## src/rtl/peaks_host_reader_if.sv

```systemverilog
// peaks_host_reader_if: Avalon-MM read-only slave bus between the host bridge and peaks_host_reader
//   chipselect  host -> slave  slave select
//   read        host -> slave  read strobe, effective only with chipselect
//   address     host -> slave  4-bit word address
//   readdata    slave -> host  registered read data, valid the cycle after read
//   irq         slave -> host  high while frames are pending
interface peaks_host_reader_if;
    logic        chipselect;
    logic        read;
    logic [3:0]  address;
    logic [31:0] readdata;
    logic        irq;
    modport master (output chipselect, read, address, input readdata, irq);
    modport slave (input chipselect, read, address, output readdata, irq);
endinterface

```

## src/rtl/peaks_host_reader.sv

```systemverilog
// peaks_host_reader: buffers per-frame peak lists in a DEPTH-frame FIFO for host readout over Avalon-MM
//   CLOCK_50       clock, rising edge
//   reset          synchronous active-high reset
//   peaks_valid_i  1-cycle strobe marking a complete frame on amplitudes_i/freqs_i
//   amplitudes_i   PEAKS amplitudes, index 0 is peak 0
//   freqs_i        PEAKS frequency bins, index 0 is peak 0
//   bus            Avalon slave: status at 0, head peaks at 1..PEAKS, pop at PEAKS+1
module peaks_host_reader #(
    parameter int PEAKS      = 6,
    parameter int FREQ_WIDTH = 8,
    parameter int AMPL_WIDTH = 16,
    parameter int DEPTH      = 4
) (
    input  logic                                CLOCK_50,
    input  logic                                reset,
    input  logic                                peaks_valid_i,
    input  logic [PEAKS-1:0][AMPL_WIDTH-1:0]    amplitudes_i,
    input  logic [PEAKS-1:0][FREQ_WIDTH-1:0]    freqs_i,
    peaks_host_reader_if.slave                  bus
);
    localparam int PW = $clog2(DEPTH);
    localparam int CW = PW + 1;
    localparam int KW = PEAKS > 1 ? $clog2(PEAKS) : 1;
    localparam logic [3:0] POP_ADDR = 4'(PEAKS + 1);

    logic [PEAKS-1:0][AMPL_WIDTH-1:0] amp_mem [DEPTH];
    logic [PEAKS-1:0][FREQ_WIDTH-1:0] freq_mem [DEPTH];
    logic [15:0]                      id_mem [DEPTH];

    logic [PW-1:0] wr_ptr_q, rd_ptr_q;
    logic [CW-1:0] count_q, count_d;
    logic [15:0]   frame_id_q;
    logic          overflow_q, overflow_d;
    logic [31:0]   readdata_q, readdata_d;
    logic          irq_q;

    logic          rd, empty, full, pop, push, stat_rd, is_peak;
    logic [KW-1:0] k;
    logic [31:0]   status, peak_word;

    assign rd      = bus.chipselect & bus.read;
    assign empty   = count_q == '0;
    assign full    = count_q == CW'(DEPTH);
    assign stat_rd = rd && bus.address == 4'd0;
    assign is_peak = bus.address != 4'd0 && bus.address <= 4'(PEAKS);
    assign pop     = rd && bus.address == POP_ADDR && !empty;
    // A pop in the same cycle frees the slot, so a full FIFO still accepts the frame.
    assign push    = peaks_valid_i && (!full || pop);
    assign k       = KW'(bus.address - 4'd1);

    assign status    = {overflow_q, 7'd0, 8'(DEPTH), 8'(count_q), 7'd0, empty};
    assign peak_word = (32'(amp_mem[rd_ptr_q][k]) << 16) | 32'(freq_mem[rd_ptr_q][k]);

    always_comb begin
        readdata_d = !rd     ? readdata_q :
                     stat_rd ? status :
                     is_peak ? (empty ? 32'd0 : peak_word) :
                     pop     ? {16'd0, id_mem[rd_ptr_q]} : 32'd0;
        // A drop in the same cycle as a status read keeps the flag set.
        overflow_d = (peaks_valid_i && !push) || (overflow_q && !stat_rd);
        count_d    = count_q + CW'(push) - CW'(pop);
    end

    always_ff @(posedge CLOCK_50) begin
        if (reset) begin
            wr_ptr_q   <= '0;
            rd_ptr_q   <= '0;
            count_q    <= '0;
            frame_id_q <= '0;
            overflow_q <= 1'b0;
            readdata_q <= '0;
            irq_q      <= 1'b0;
        end else begin
            wr_ptr_q   <= wr_ptr_q + PW'(push);
            rd_ptr_q   <= rd_ptr_q + PW'(pop);
            count_q    <= count_d;
            frame_id_q <= frame_id_q + 16'(peaks_valid_i);
            overflow_q <= overflow_d;
            readdata_q <= readdata_d;
            irq_q      <= count_q != '0;
        end
    end

    always_ff @(posedge CLOCK_50) begin
        if (!reset && push) begin
            amp_mem[wr_ptr_q]  <= amplitudes_i;
            freq_mem[wr_ptr_q] <= freqs_i;
            id_mem[wr_ptr_q]   <= frame_id_q;
        end
    end

    assign bus.readdata = readdata_q;
    assign bus.irq      = irq_q;
endmodule

```

## src/flat_wrapper.sv

```systemverilog
// flat-port wrapper written by rule: the top's interface ports become plain ports
module peaks_host_reader_flat 
#(
    parameter int PEAKS      = 6,
    parameter int FREQ_WIDTH = 8,
    parameter int AMPL_WIDTH = 16,
    parameter int DEPTH      = 4
)
  (CLOCK_50, reset, peaks_valid_i, amplitudes_i, freqs_i, bus_chipselect, bus_read, bus_address, bus_readdata, bus_irq);
  peaks_host_reader_if bus_i ();
  input  logic CLOCK_50;
  input  logic reset;
  input  logic peaks_valid_i;
  input  logic [PEAKS-1:0][AMPL_WIDTH-1:0] amplitudes_i;
  input  logic [PEAKS-1:0][FREQ_WIDTH-1:0] freqs_i;
  input wire logic [$bits(bus_i.chipselect)-1:0] bus_chipselect;
  input wire logic [$bits(bus_i.read)-1:0] bus_read;
  input wire logic [$bits(bus_i.address)-1:0] bus_address;
  output wire logic [$bits(bus_i.readdata)-1:0] bus_readdata;
  output wire logic [$bits(bus_i.irq)-1:0] bus_irq;
  assign bus_i.chipselect = bus_chipselect;
  assign bus_i.read = bus_read;
  assign bus_i.address = bus_address;
  assign bus_readdata = bus_i.readdata;
  assign bus_irq = bus_i.irq;
  peaks_host_reader #(.PEAKS(PEAKS), .FREQ_WIDTH(FREQ_WIDTH), .AMPL_WIDTH(AMPL_WIDTH), .DEPTH(DEPTH)) u_core (.CLOCK_50(CLOCK_50), .reset(reset), .peaks_valid_i(peaks_valid_i), .amplitudes_i(amplitudes_i), .freqs_i(freqs_i), .bus(bus_i));
endmodule
```

## config.mk

```make
export PLATFORM = sky130hd
export DESIGN_NAME = peaks_host_reader_flat
export DESIGN_NICKNAME = d
export VERILOG_FILES = /design/src/rtl/peaks_host_reader_if.sv /design/src/rtl/peaks_host_reader.sv /design/src/flat_wrapper.sv
export SDC_FILE = /design/constraint.sdc
export NUM_CORES = 1
export LEC_CHECK = 0
export ABC_AREA = 1
export ABC_CLOCK_PERIOD_IN_PS = 24500
export BUFFER_PORTS_ARGS = -buffer_cell sky130_fd_sc_hd__buf_2
export CAP_MARGIN = 20
export CORE_MARGIN = 1
export CORE_UTILIZATION = 40
export CTS_CLUSTER_DIAMETER = 30
export DETAILED_ROUTE_END_ITERATION = 8
export GPL_TIMING_DRIVEN = 0
export PLACE_DENSITY = 0.59
export SYNTH_ARGS = -nofsm -noshare
export SYNTH_HDL_FRONTEND = slang
export SYNTH_SLANG_ARGS = --single-unit
export TNS_END_PERCENT = 5
```

## constraint.sdc

```tcl
create_clock -name CLOCK_50 -period 24.5 [get_ports CLOCK_50]
set_clock_uncertainty 0.15 [all_clocks]
set_input_delay 3.675 -clock CLOCK_50 [delete_from_list [all_inputs] [get_ports CLOCK_50]]
set_output_delay 3.675 -clock CLOCK_50 [all_outputs]
set_load 0.05 [all_outputs]
```

# After elaboration in Yosys (flattened, before gate mapping)
# Memories as Yosys holds them, arrays and structs flattened. A register that Yosys moved wholly into a read port is not among the register bits.
# Cells that the tools add are included.
[totals]
n_memories = 3
elab_cells = 54
reg_bits = 57
in_bits = 153
out_inout_bits = 33
mem_bits_rw = 640
[classes]
magnitude_cmp = 2
n_bitwise = 2
eq_ne = 2
mux = 13
add_sub_neg = 6
n_reduce_logical = 19
[mem_list]
columns = ["name", "depth", "word_bits", "rd", "rd_clocked_by_memory_dff", "write_ports", "line_no", "text"]
rows = [
  ["u_core.amp_mem", 4, 96, 1, 1, 1, "peaks_host_reader.sv:26", "logic [PEAKS-1:0][AMPL_WIDTH-1:0] amp_mem [DEPTH];"],
  ["u_core.freq_mem", 4, 48, 1, 1, 1, "peaks_host_reader.sv:27", "logic [PEAKS-1:0][FREQ_WIDTH-1:0] freq_mem [DEPTH];"],
  ["u_core.id_mem", 4, 16, 1, 1, 1, "peaks_host_reader.sv:28", "logic [15:0] id_mem [DEPTH];"],
]
[op_table]
columns = ["cell", "count"]
rows = [
  ["32-bit 2-to-1 mux", 3],
  ["16-bit binary-select mux with 3-bit select", 1],
  ["16-bit 2-to-1 mux", 2],
  ["32-bit by 8-bit OR with 32-bit output", 1],
  ["8-bit binary-select mux with 3-bit select", 1],
  ["16-bit by 1-bit adder with 16-bit output", 1],
  ["1-bit logical AND", 8],
  ["8-bit 2-to-1 mux", 1],
  ["2-bit 2-to-1 mux", 3],
  ["1-bit logical NOT", 5],
  ["2-bit by 1-bit adder with 2-bit output", 2],
  ["4-bit by 3-bit == test with 1-bit output (second input constant)", 1],
  ["4-bit by 3-bit less-or-equal comparator with 1-bit output (second input constant)", 1],
  ["4-bit logical NOT", 1],
  ["3-bit by 4-bit < comparator with 1-bit output (second input constant)", 1],
  ["4-bit nonzero test", 1],
  ["3-bit by 1-bit adder with 3-bit output", 1],
  ["3-bit == test (second input constant)", 1],
  ["3-bit logical NOT", 1],
  ["3-bit nonzero test", 1],
  ["3-bit by 1-bit subtractor with 3-bit output", 1],
  ["3-bit by 1-bit subtractor with 3-bit output (second input constant)", 1],
  ["1-bit logical OR", 2],
  ["1-bit 2-to-1 mux", 2],
  ["1-bit AND", 1],
]

# Logic depth before layout (Yosys ltp)
# Gate-level depths: netlist of run 1.
[logic_depth]
ltp_word = 8
mapped_depth = 14
depth_no_buf = 12

# Worst setup path after synthesis of run 1
# No wires, ideal clock.
[synth_path]
path_kind = "input to register"
from = "input port bus_chipselect"
to = "memory u_core.amp_mem[0][0] (netlist bit), enable pin"
slack_ps = 8296
path_stages = 6
t_required_ps = 23473
path_buffers = 0
setup_ps = 877
arrival_ps = 15177
cell_sequence = "nand2_1 > inv_1 > nand4_1 > a21boi_0 > nand2_1 > nor3_1"
[synth_via]
elab_chain_cells = 8
[synth_rtl]
columns = ["element", "line_no", "text"]
rows = [
  ["start: declaration", "flat_wrapper.sv:16", "input wire logic [$bits(bus_i.chipselect)-1:0] bus_chipselect;"],
  ["1-bit AND", "peaks_host_reader.sv:41", "assign rd = bus.chipselect & bus.read;"],
  ["1-bit logical AND (2 in series)", "peaks_host_reader.sv:46", "assign pop = rd && bus.address == POP_ADDR && !empty;"],
  ["1-bit logical OR", "peaks_host_reader.sv:48", "assign push = peaks_valid_i && (!full || pop);"],
  ["1-bit logical AND", "peaks_host_reader.sv:48", ""],
  ["1-bit logical AND", "peaks_host_reader.sv:85", "if (!reset && push) begin"],
  ["1-bit 2-to-1 mux", "peaks_host_reader.sv:85", ""],
  ["1-bit 2-to-1 mux (implied by the code)", "peaks_host_reader.sv:86", "amp_mem[wr_ptr_q] <= amplitudes_i;"],
  ["end: declaration", "peaks_host_reader.sv:26", ""],
]
# Every way passes these cells.

# Final worst setup path of run 1
[layout_path]
from = "input port bus_address[0]"
to = "register u_core.readdata_q[25] (netlist: u_core.bus.readdata[25])"
[layout_via]
elab_chain_cells = 7
word_cells_on_any_way = 12
classes_between = "add/sub (1); order compare (1); mux (5); bitwise (1); reduce/logical (4)"
[layout_rtl]
columns = ["element", "line_no", "text"]
rows = [
  ["start: declaration", "flat_wrapper.sv:18", "input wire logic [$bits(bus_i.address)-1:0] bus_address;"],
  ["3-bit by 1-bit subtractor with 3-bit output", "peaks_host_reader.sv:49", "assign k = KW'(bus.address - 4'd1);"],
  ["16-bit binary-select mux with 3-bit select", "peaks_host_reader.sv:52", "assign peak_word = (32'(amp_mem[rd_ptr_q][k]) << 16) | 32'(freq_mem[rd_ptr_q][k]);"],
  ["16-bit 2-to-1 mux (implied by the code)", "peaks_host_reader.sv:52", ""],
  ["32-bit by 8-bit OR with 32-bit output", "peaks_host_reader.sv:52", ""],
  ["32-bit 2-to-1 mux (2 in series)", "peaks_host_reader.sv:57", "is_peak ? (empty ? 32'd0 : peak_word) :"],
  ["32-bit 2-to-1 mux (*)", "peaks_host_reader.sv:56", "stat_rd ? status :"],
  ["end signal: assignment", "peaks_host_reader.sv:79", "readdata_q <= readdata_d;"],
  ["end: declaration", "peaks_host_reader.sv:34", "logic [31:0] readdata_q, readdata_d;"],
]
# Every way passes the cells marked *; elsewhere a longest branch is shown, timed or not. The select of a mux whose other input is x is not followed.
# A chain may end at the register's enable or synchronous reset.

==> results of run 1 <==
state kept, by name, summed over array words and instances, names as in the netlist:
name and count:
u_core.amp_mem 384, u_core.bus.irq 1, u_core.bus.readdata 32, u_core.count_q 3, u_core.frame_id_q 16, u_core.freq_mem 192
u_core.id_mem 64, u_core.overflow_q 1, u_core.rd_ptr_q 2, u_core.wr_ptr_q 2
how the worst max path moves through the flow:
stage               depth (start not counted)                       to           start  slack (ps)
finish                                     12  u_core.bus.readdata[25]  bus_address[0]       17530
global route                               12  u_core.bus.readdata[25]  bus_address[0]       17570
CTS                                        12  u_core.bus.readdata[25]  bus_address[0]       17710
detailed placement                         12  u_core.bus.readdata[25]  bus_address[0]       16970
global placement                            7    u_core.amp_mem[2][52]  bus_chipselect       -2120
floorplan                                   6     u_core.amp_mem[0][0]  bus_chipselect        8300
report_power, final:
| part | total [µW] | switching (µW) | internal [µW] |
|---|---|---|---|
| logic | 208 | 143 | 64.4 |
| clock network | 1940 | 628 | 1310 |
| registers | 1380 | 16.1 | 1360 |
routing by layer:
metal  vias up  part of all wire [%]
met5         -                 0.039
met4         6                   2.1
met3       149                   9.6
met2      1012                    47
met1     10034                    41
li1       9173                     -
cell usage in the layout, fill, tap and decap left out, drive strengths merged:
cell      instances
bufinv           21
a21boi            1
or2               2
nor2            165
nor3             10
xor2              3
inv              81
nor3b             2
a21oi            58
a22o              1
ha                9
fa                1
nand3           352
edfxtp          640
dfxtp            57
clkinv           53
buf             369
diode             9
clkbuf          201
clkinvlp         12
o211ai           43
xnor2             2
nand2           634
a31o              1
o21ai           110
o22ai            15
a31oi            14
nand4             5
nand3b            3
cells by family after synthesis:
family | synth area share (%)
AND/OR/NAND/NOR | 17.7
flip-flops | 72.9
AO/OA/AOI/OAI | 4.96
buffers and inverters | 3.82
adder cells (fa/ha/maj) | 0.475
XOR/XNOR | 0.157
through the flow:
stage	util [%]	power, µW
floorplan	-	1520
global placement	43.6	1620
detailed placement	45.0	1610
global route	52.1	3620
CTS	52.1	3540
finish	52.1	3520
cell type report:
type,instances,area (µm²),area share [%]
Sequential cell,697,20400,56.8
Multi-Input combinational cell,1431,6510,18.2
Clock buffer,166,3730,10.4
Timing Repair Buffer,262,1850,5.16
Tap cell,931,1160,3.25
Clock inverter,95,1150,3.22
Buffer,142,793,2.21
Inverter,72,273,0.761
Antenna cell,9,22.5,0.0628
worst max-delay path, stage by stage:
cell      delay [ps]
buf_2            140
inv_2            250
clkbuf_1         680
ha_1             350
buf_2            220
inv_2            160
buf_1            860
nand3_1          380
o21ai_1          260
nor2_1           110
nand2_1          170
a21oi_1           90
==> summary.md, run 1 <==
| Metric | Value |
|---|---|
| Peak VDD IR | `0.0614 mV` |
| Slew Limit Fails | `0` |
| CP Max Fanout | `11` |
| Post-CTS Hold Fix Bufs | `0` |
| Root Buffer | `clkbuf_16` |
| Critical R2R Launch | `u_core.count_q[1]` |
| Predominant post-synthesis flop cell | `edfxtp_1` |
| Initial drt markers | `2348` |
| CTS Buf Count | `about 140` |
| Non-Filler Instances | `around 3800` |
| Met3 GRT Util | `6.03%` |
| Worst Hold Slack | `around 320 ps` |
| CP required | `24900 ps` |
| HP Start | `u_core.bus.readdata[12]` |
| Number of global-route vias before repair | `19846` |
| Initial antenna violation count | `12` |
| Register-to-register path setup slack | `around 21000 ps` |
| Drt drc | `0` |
| DP Worst Slack | `about 17000 ps` |
| Fillers | `5880` |
| Clock tree buffer depth | `3` |
| Effective utilization at floorplan | `40.6%` |
| Antenna Nets Post-Route | `0` |
| NumNets Final | `around 2900` |
| CORE AREA | `approximately 70000 µm²` |
| Clock H-tree levels | `4` |
| Vias post-DR | `20374` |
| Slew margin rel. | `24.0%` |
| M2 GR Usage | `approximately 39%` |
| Post_cts resized | `0` |
| Setup bufs post-CTS | `0` |
| Clock sink count | `697` |
| Detailed Routing Iterations Pass 1 | `5` |
| Share of cells above drive strength 1 | `20.9%` |
| Global route overflow | `0` |
| Top cell type's share of synthesized area | `68.8%` |
| Syn Nets | `2505` |
| CTS tree | `yes` |
| Max frequency | `143 MHz` |
| Commonest cells post-synth | `edfxtp_1, nand2_1, nand3_1` |
| Cells after Synth | `2342` |
| R2r endpoint | `u_core.amp_mem[2][43]` |
| Pwr/cell area | `around 98 nW/µm²` |
| Maxcap violations | `0` |
| Area delta synth->final | `28.4%` |
| Die width | `266 µm` |
| Worst Tran Pin Value | `1140 ps` |
| Crit Path Class | `input pin to register` |
| Tmin final | `6980 ps` |
| Critical Path End Type | `register` |
| Cells after DPL | `3535` |
| Final Hold Fails | `0` |
| Fin crit share | `28.5%` |
| Mapped Avg Cell Area | `11.9 µm²` |
| Final TNS setup | `0 ps` |
| Crit path DAT | `7380 ps` |
| Flops & latches, synth | `roughly 700` |
| Final Setup Violations | `0` |
| Rows | `96` |
| Largest cells by area after synthesis | `edfxtp_1, nand2_1, nand3_1, dfxtp_1, nor2_1` |
| Area of the mapped netlist | `between 20000 and 30000 µm²` |
| Hold/Removal Path Class | `register to register` |
| Vias per cell | `5.35` |
| EDFF count, synth | `640` |
| Die Y-Extent | `about 270 µm` |
| Port bufs | `184` |
| Synth area leader | `edfxtp_1` |
| Clock latency on the worst-skew pair | `710 ps` |
| Hold path endpoint | `u_core.bus.readdata[12]` |
| Final instance area | `35900 µm²` |
| Sequential fraction of the synthesis area | `72.9%` |
| First-pass GRT wire length | `~130 mm` |
| Top-count cell post-synth | `edfxtp_1` |
| M1 GR Usage | `33.6%` |
| RSZ-0062 raised after global routing | `false` |
| Clk slew on worst S/H paths | `roughly 50 ps` |
| Placed cell area | `31000 µm²` |
| Yosys warning count | `0` |
| GRT Max-Usage Layer | `met2` |
| Result of the run | `completed` |
| DPL Wire Length | `roughly 61 mm` |
| RD Place Congestion | `around 0.84` |
| Final worst slack | `between 15000 and 20000 ps` |
| I/O Pins | `186` |
| Die area | `70900 µm²` |
| Wire length per cell | `~23 µm` |
| Final wirelength | `87.0 mm` |
| Leak pwr | `approximately 0.013 µW` |
| Largest net degree at the start of global routing | `17` |
| Nature of the critical path startpoint | `input pin` |
| Global Route Usage Sum | `around a quarter` |
| WHS Path Cells | `2` |
| Netlist cell types | `40` |
| Reg2reg path depth | `10` |
| Ys async rst share | `0%` |
No activity file was read; power rests on OpenSTA's default activity.
==> run 2: changes to the inputs <==
Settings changed: ABC_CLOCK_PERIOD_IN_PS 24500 to 6000, PLACE_DENSITY 0.59 to 0.61.
Clock period 24.5 ns to 6 ns, I/O delays scaled along.
==> run 2 against run 1 <==
Net effect: via count about the same; critical path depth unchanged; register-to-register slack worse by 18000 ps; sequential cell count unchanged; sequential share of layout area about the same; worst hold slack worse by 60 ps; die area unchanged; final cell count down 1.1%; worst setup slack worse by 16000 ps; combinational power rose to 4.3 times the previous value; global-route usage up 0.065 points; critical path type unchanged; largest power group unchanged.
==> summary.md, run 2 (synthesis results as in run 1) <==
| Metric | Value |
|---|---|
| Worst path cell trace | `buf_2 > inv_2 > clkbuf_1 > ha_1 > buf_2 > inv_2 > buf_1 > nand3_1 > o21ai_1 > nor2_1 > nand2_1 > a21oi_1` |
| Share of cells above drive strength 1 | `20.0% (-0.95 points)` |
| Number of global-route vias before repair | `20008 (+0.82%)` |
| Vias per cell | `5.41 (+1.1%)` |
| Worst Tran Pin Value | `1090 ps (-45.5 ps)` |
| RSZ-0062 raised after global routing | `false` |
| Most frequent cells in the layout | `edfxtp_1, nand2_1, nand3_1, buf_2, nor2_1` |
| Post-CTS Hold Fix Bufs | `0 (unchanged)` |
| Initial drt markers | `2288 (-2.6%)` |
| WHS Path Cells | `1 (-1)` |
| Global Route Usage Sum | `24.8% (+0.065 points)` |
| Critical path depth in cells | `12 (unchanged)` |
| Clock latency on the worst-skew pair | `710 ps (about the same)` |
| Met3 WL post-DR | `8.98 mm (+7.3%)` |
| Maxcap violations | `0 (unchanged)` |
| Vias post-DR | `20373 (-0.0049%)` |
| Critical path buffers and inverters | `6 (unchanged)` |
| Fillers | `5792 (-1.5%)` |
| Slew Limit Fails | `0 (unchanged)` |
| Final wirelength | `87.6 mm (+0.72%)` |
| CP max stage delay | `830 ps (-30 ps)` |
| Final Setup Violations | `0 (unchanged)` |
| Die Y-Extent | `266 µm (unchanged)` |
| Hold/Removal Path Class | `input pin to register` |
| Critical Path End Type | `register` |
| Effective utilization at floorplan | `40.6% (unchanged)` |
| Critical path's top delay family | `buffers and inverters` |
| Global route overflow | `0 (unchanged)` |
| CP Max Fanout | `11 (unchanged)` |
| CTS tree | `yes` |
| Crit Path Class | `input pin to register` |
| Final Hold Fails | `0 (unchanged)` |
| Placed cell area | `31200 µm² (+0.81%)` |
| Final Util | `52.1% (about the same)` |
| Met2 wire length | `41.0 mm (+0.82%)` |
| Clk slew on worst S/H paths | `50 ps (about the same)` |
| Largest net degree at the start of global routing | `17 (unchanged)` |
| Slowest cell on crit path | `buf_1` |
| Clock H-tree levels | `4 (unchanged)` |
| Tmin final | `roughly 4200 ps` |
| CORE AREA | `68800 µm² (unchanged)` |
| Highest routed layer | `met5` |
| Slew margin rel. | `27.0% (+3.0 points)` |
| CP required | `6380 ps (-18520 ps)` |
| Root Buffer | `clkbuf_16` |
| Result of the run | `completed` |
| RD Place Congestion | `0.827 (-1.6%)` |
| First-pass GRT wire length | `128 mm (+0.89%)` |
| Reg2reg path depth | `8 (-2)` |
| Pwr/cell area | `392 nW/µm² (+300%)` |
| Top Registers | `u_core.amp_mem x384, u_core.freq_mem x192, u_core.id_mem x64` |
| Clock sink count | `697 (unchanged)` |
| Biggest register | `u_core.amp_mem` |
| Rows | `96 (unchanged)` |
| Nature of the critical path startpoint | `input pin` |
| Die width | `266 µm (unchanged)` |
| Post_cts resized | `0 (unchanged)` |
| DPL Wire Length | `60.2 mm (-1.5%)` |
| Most common cell after layout, fill and taps aside | `edfxtp_1` |
| Final instance area | `35800 µm² (about the same)` |
| Initial antenna violation count | `14 (+2)` |
| I/O Pins | `186 (unchanged)` |
| Largest register FFs | `384 (unchanged)` |
| Fin crit share | `70.2%` |
| Wire length per cell | `23.3 µm (+1.8%)` |
| CTS Buf Count | `138 (-2.8%)` |
| NumNets Final | `2879 (-1.1%)` |
| Leak pwr | `0.0133 µW (-0.76%)` |
| Detailed Routing Iterations Pass 1 | `8 (+3)` |
| Die area | `70900 µm² (unchanged)` |
| Antenna Nets Post-Route | `0 (unchanged)` |
| Clock tree buffer depth | `3 (unchanged)` |
| Length of routed wiring on met1 | `35.2 mm (-2.4%)` |
| Peak VDD IR | `0.274 mV (+350%)` |
| Max frequency | `238 MHz` |
| Crit path DAT | `4590 ps (-2790 ps)` |
| Drt drc | `0 (unchanged)` |
| Port bufs | `184 (unchanged)` |
| Setup bufs post-CTS | `0 (unchanged)` |
| Area delta synth->final | `28.4% (about the same)` |
[run 2: area by class of cell]
cell class	count	area (µm²)	area share, %
tap	931	1160	3.25
inverter	72	273	0.761
buffer	142	793	2.21
multi-input combinational	1431	6540	18.3
timing repair buffer	234	2070	5.78
sequential	697	20400	56.8
clock buffer	168	3750	10.5
antenna	6	15.0	0.0419
clock inverter	82	875	2.44
[run 2: per-layer routing]
layer | up-vias | global-route usage [%]
met5 | - | 0
met3 | 172 | 5.64
met2 | 1142 | 38.8
met4 | 8 | 9.24
li1 | 9097 | -
met1 | 9954 | 33.7
[run 2: path summary, 6_finish.rpt]
check | slack [ps] | end | from
worst max register to register | 2850 | u_core.amp_mem[1][56] | u_core.count_q[1]
worst min-delay path | 260 | u_core.amp_mem[2][28] | amplitudes_i[28]
worst min register to register | 320 | u_core.bus.readdata[21] | u_core.bus.readdata[21]
worst max-delay path | 1790 | u_core.bus.readdata[25] | bus_address[0]
[run 2: power breakdown]
part           switching, µW  leakage, µW  total, µW  internal [µW]
Clock                   2480      0.00224       7520           5040
Sequential              69.6      0.00628       5640           5570
Combinational            598      0.00483        888            290
Total                   3150       0.0133      14000          10900
[run 2: metrics by stage]
| step | setup WS, ps | hold slack (ps) | power [µW] | TNS [ps] | cells |
|---|---|---|---|---|---|
| finish | 1790 | 258 | 14000 | 0 | 3763 |
| global placement | -3730 | 305 | 6510 | -2366900 | 3457 |
| CTS | 1970 | 212 | 14100 | 0 | 3757 |
| detailed placement | 1230 | 313 | 6600 | 0 | 3507 |
| floorplan | 4.79 | 293 | 6150 | 0 | 2342 |
| global route | 1770 | 244 | 14400 | 0 | 3762 |
[run 2: worst reg2reg max path, cell delays in order, from the launching register on]
cell,delay (ps)
dfxtp_1,440
nor3b_1,120
a21boi_2,240
nand2_2,190
nor3_4,870
buf_16,260
buf_16,190
buf_16,180
buf_8,190
==> run 3: changes to the inputs <==
Settings changed: ABC_CLOCK_PERIOD_IN_PS 6000 to 4100, PLACE_DENSITY 0.61 to 0.59.
Clock period 6 ns to 4.1 ns, I/O delays scaled along.
==> run 3 against run 2 <==
Net effect: utilization increased by 2.2 points; register-to-register slack got worse by 1900 ps; non-clock buffer count increased by 131; clock power increased by 53%; die area unchanged; cell area increased by 4.2%; worst hold slack got worse by 220 ps; critical path type unchanged; critical endpoint unchanged; largest cell class unchanged; highest routed layer unchanged.
==> summary.md, run 3 (synthesis results as in run 1) <==
| Metric | Value |
|---|---|
| Result of the run | `completed` |
| Vias post-DR | `20701 (+1.6%)` |
| RSZ-0062 raised after global routing | `false` |
| Max frequency | `256 MHz` |
| Die area | `70900 µm² (unchanged)` |
| Crit path DAT | `4310 ps (-280 ps)` |
| CP Max Fanout | `11 (unchanged)` |
| Antenna Nets Post-Route | `0 (unchanged)` |
| Clock tree buffer depth | `3 (unchanged)` |
| NumNets Final | `3009 (+4.5%)` |
| M2 GR Usage | `38.2% (-0.56 points)` |
| Peak VDD IR | `0.447 mV (+63%)` |
| Ant. Diodes | `0 (-6)` |
| Top Registers | `u_core.amp_mem x384, u_core.freq_mem x192, u_core.id_mem x64` |
| Pwr Total | `21100 µW (+50%)` |
| Largest register FFs | `384 (unchanged)` |
| Final Util | `54.3% (+2.2 points)` |
| Root Buffer | `clkbuf_16` |
| Post_cts resized | `0 (unchanged)` |
| Met3 GRT Util | `5.68% (+0.046 points)` |
| Worst Tran Pin Value | `1220 ps (+121 ps)` |
| Global route overflow | `0 (unchanged)` |
| Wire length per cell | `22.4 µm (-3.6%)` |
| Effective utilization at floorplan | `40.6% (unchanged)` |
| Fin crit share | `95.2%` |
| Initial antenna violation count | `5 (-9)` |
| Most frequent cells in the layout | `edfxtp_1, nand2_1, nand3_1, buf_2, nor2_1` |
| Largest net degree at the start of global routing | `18 (+1)` |
| Register-to-register path setup slack | `1000 ps (-1850 ps)` |
| Biggest register | `u_core.amp_mem` |
| CORE AREA | `68800 µm² (unchanged)` |
| Global Route Usage Sum | `24.8% (about the same)` |
| CTS Buf Count | `137 (-0.72%)` |
| Area delta synth->final | `33.8%` |
| Setup bufs post-CTS | `0 (unchanged)` |
| Pwr/cell area | `566 nW/µm² (+44%)` |
| RD Place Congestion | `0.836 (+1.1%)` |
| Nature of the critical path startpoint | `input pin` |
| Tmin final | `3900 ps` |
| Detailed Routing Iterations Pass 1 | `5 (-3)` |
| Number of global-route vias before repair | `20373 (+1.8%)` |
| Rows | `96 (unchanged)` |
| DPL Wire Length | `59.2 mm (-1.6%)` |
| Die Y-Extent | `266 µm (unchanged)` |
| Share of cells above drive strength 1 | `19.2% (-0.73 points)` |
| Maxcap violations | `0 (unchanged)` |
| Slew Limit Fails | `0 (unchanged)` |
| Final wirelength | `87.3 mm (-0.33%)` |
| Final Hold Fails | `0 (unchanged)` |
| M1 GR Usage | `33.6% (-0.15 points)` |
| Final Setup Violations | `0 (unchanged)` |
| Vias per cell | `5.32 (-1.7%)` |
| Clk slew on worst S/H paths | `50 ps (about the same)` |
| Critical Path End Type | `register` |
| Slew margin rel. | `18.9% (-8.1 points)` |
| Clock latency on the worst-skew pair | `710 ps (about the same)` |
| Port bufs | `184 (unchanged)` |
| GRT Max-Usage Layer | `met2` |
| Hold/Removal Path Class | `input pin to register` |
| Leak pwr | `0.0140 µW (+4.9%)` |
| Worst Hold Slack | `35.0 ps (-223 ps)` |
| CP required | `4500 ps (-1880 ps)` |
| Initial drt markers | `2152 (-5.9%)` |
| I/O Pins | `186 (unchanged)` |
| Die width | `266 µm (unchanged)` |
| Crit Path Class | `input pin to register` |
| CTS tree | `yes` |
| First-pass GRT wire length | `128 mm (about the same)` |
| Clock H-tree levels | `4 (unchanged)` |
| Most common cell after layout, fill and taps aside | `edfxtp_1` |
| Clock sink count | `697 (unchanged)` |
| Final TNS setup | `0 ps (unchanged)` |
| Post-CTS Hold Fix Bufs | `134 (+134)` |
| Drt drc | `0 (unchanged)` |
[run 3: metal layers]
metal	part of all wire [%]	vias up
li1	-	9354
met1	41	10096
met2	46	1067
met3	9.5	176
met4	3.6	8
met5	0.054	-
[run 3: area by class of cell]
| cell class | count | area (µm²) |
|---|---|---|
| plain buffers | 142 | 793 |
| fillers | 5709 | 31500 |
| flip-flops and latches | 697 | 20400 |
| repair buffers | 365 | 3380 |
| inverters | 72 | 273 |
| well taps | 931 | 1160 |
| clock buffers | 168 | 3760 |
| clock inverters | 84 | 1050 |
| multi-input cells | 1431 | 6570 |
[run 3: path summary, 6_finish.rpt]
path / startpoint / end / cells past startpoint
min: freqs_i[42] / u_core.freq_mem[1][42] / 1
min reg2reg: u_core.bus.readdata[12] / u_core.bus.readdata[12] / 2
max: bus_address[0] / u_core.bus.readdata[25] / 12
max reg2reg: u_core.count_q[1] / u_core.amp_mem[2][7] / 8
[run 3: metrics by stage]
stage / cell area (µm²) / std cells / setup slack, ps
6_report: 37300 / 3890 / 197
5_1_grt: 37300 / 3890 / 228
4_1_cts: 37300 / 3890 / 476
3_5_place_dp: 31200 / 3504 / -278
3_3_place_gp: 30100 / 3457 / -5270
2_1_floorplan: 28000 / 2342 / -1580
[run 3: power breakdown]
| group | total (µW) | internal [µW] | switching (µW) |
|---|---|---|---|
| sequential | 8250 | 8150 | 98.9 |
| combinational | 1410 | 507 | 899 |
| clock | 11500 | 7790 | 3700 |
| total | 21100 | 16400 | 4700 |
[run 3: critical path, cell delays in order]
cell and delay (ps):
buf_2 130, inv_2 250, clkbuf_1 570, ha_1 340
buf_2 210, inv_2 160, buf_1 920, nand3_1 410
o21ai_1 290, nor2_1 130, nand2_1 170, a21oi_1 90
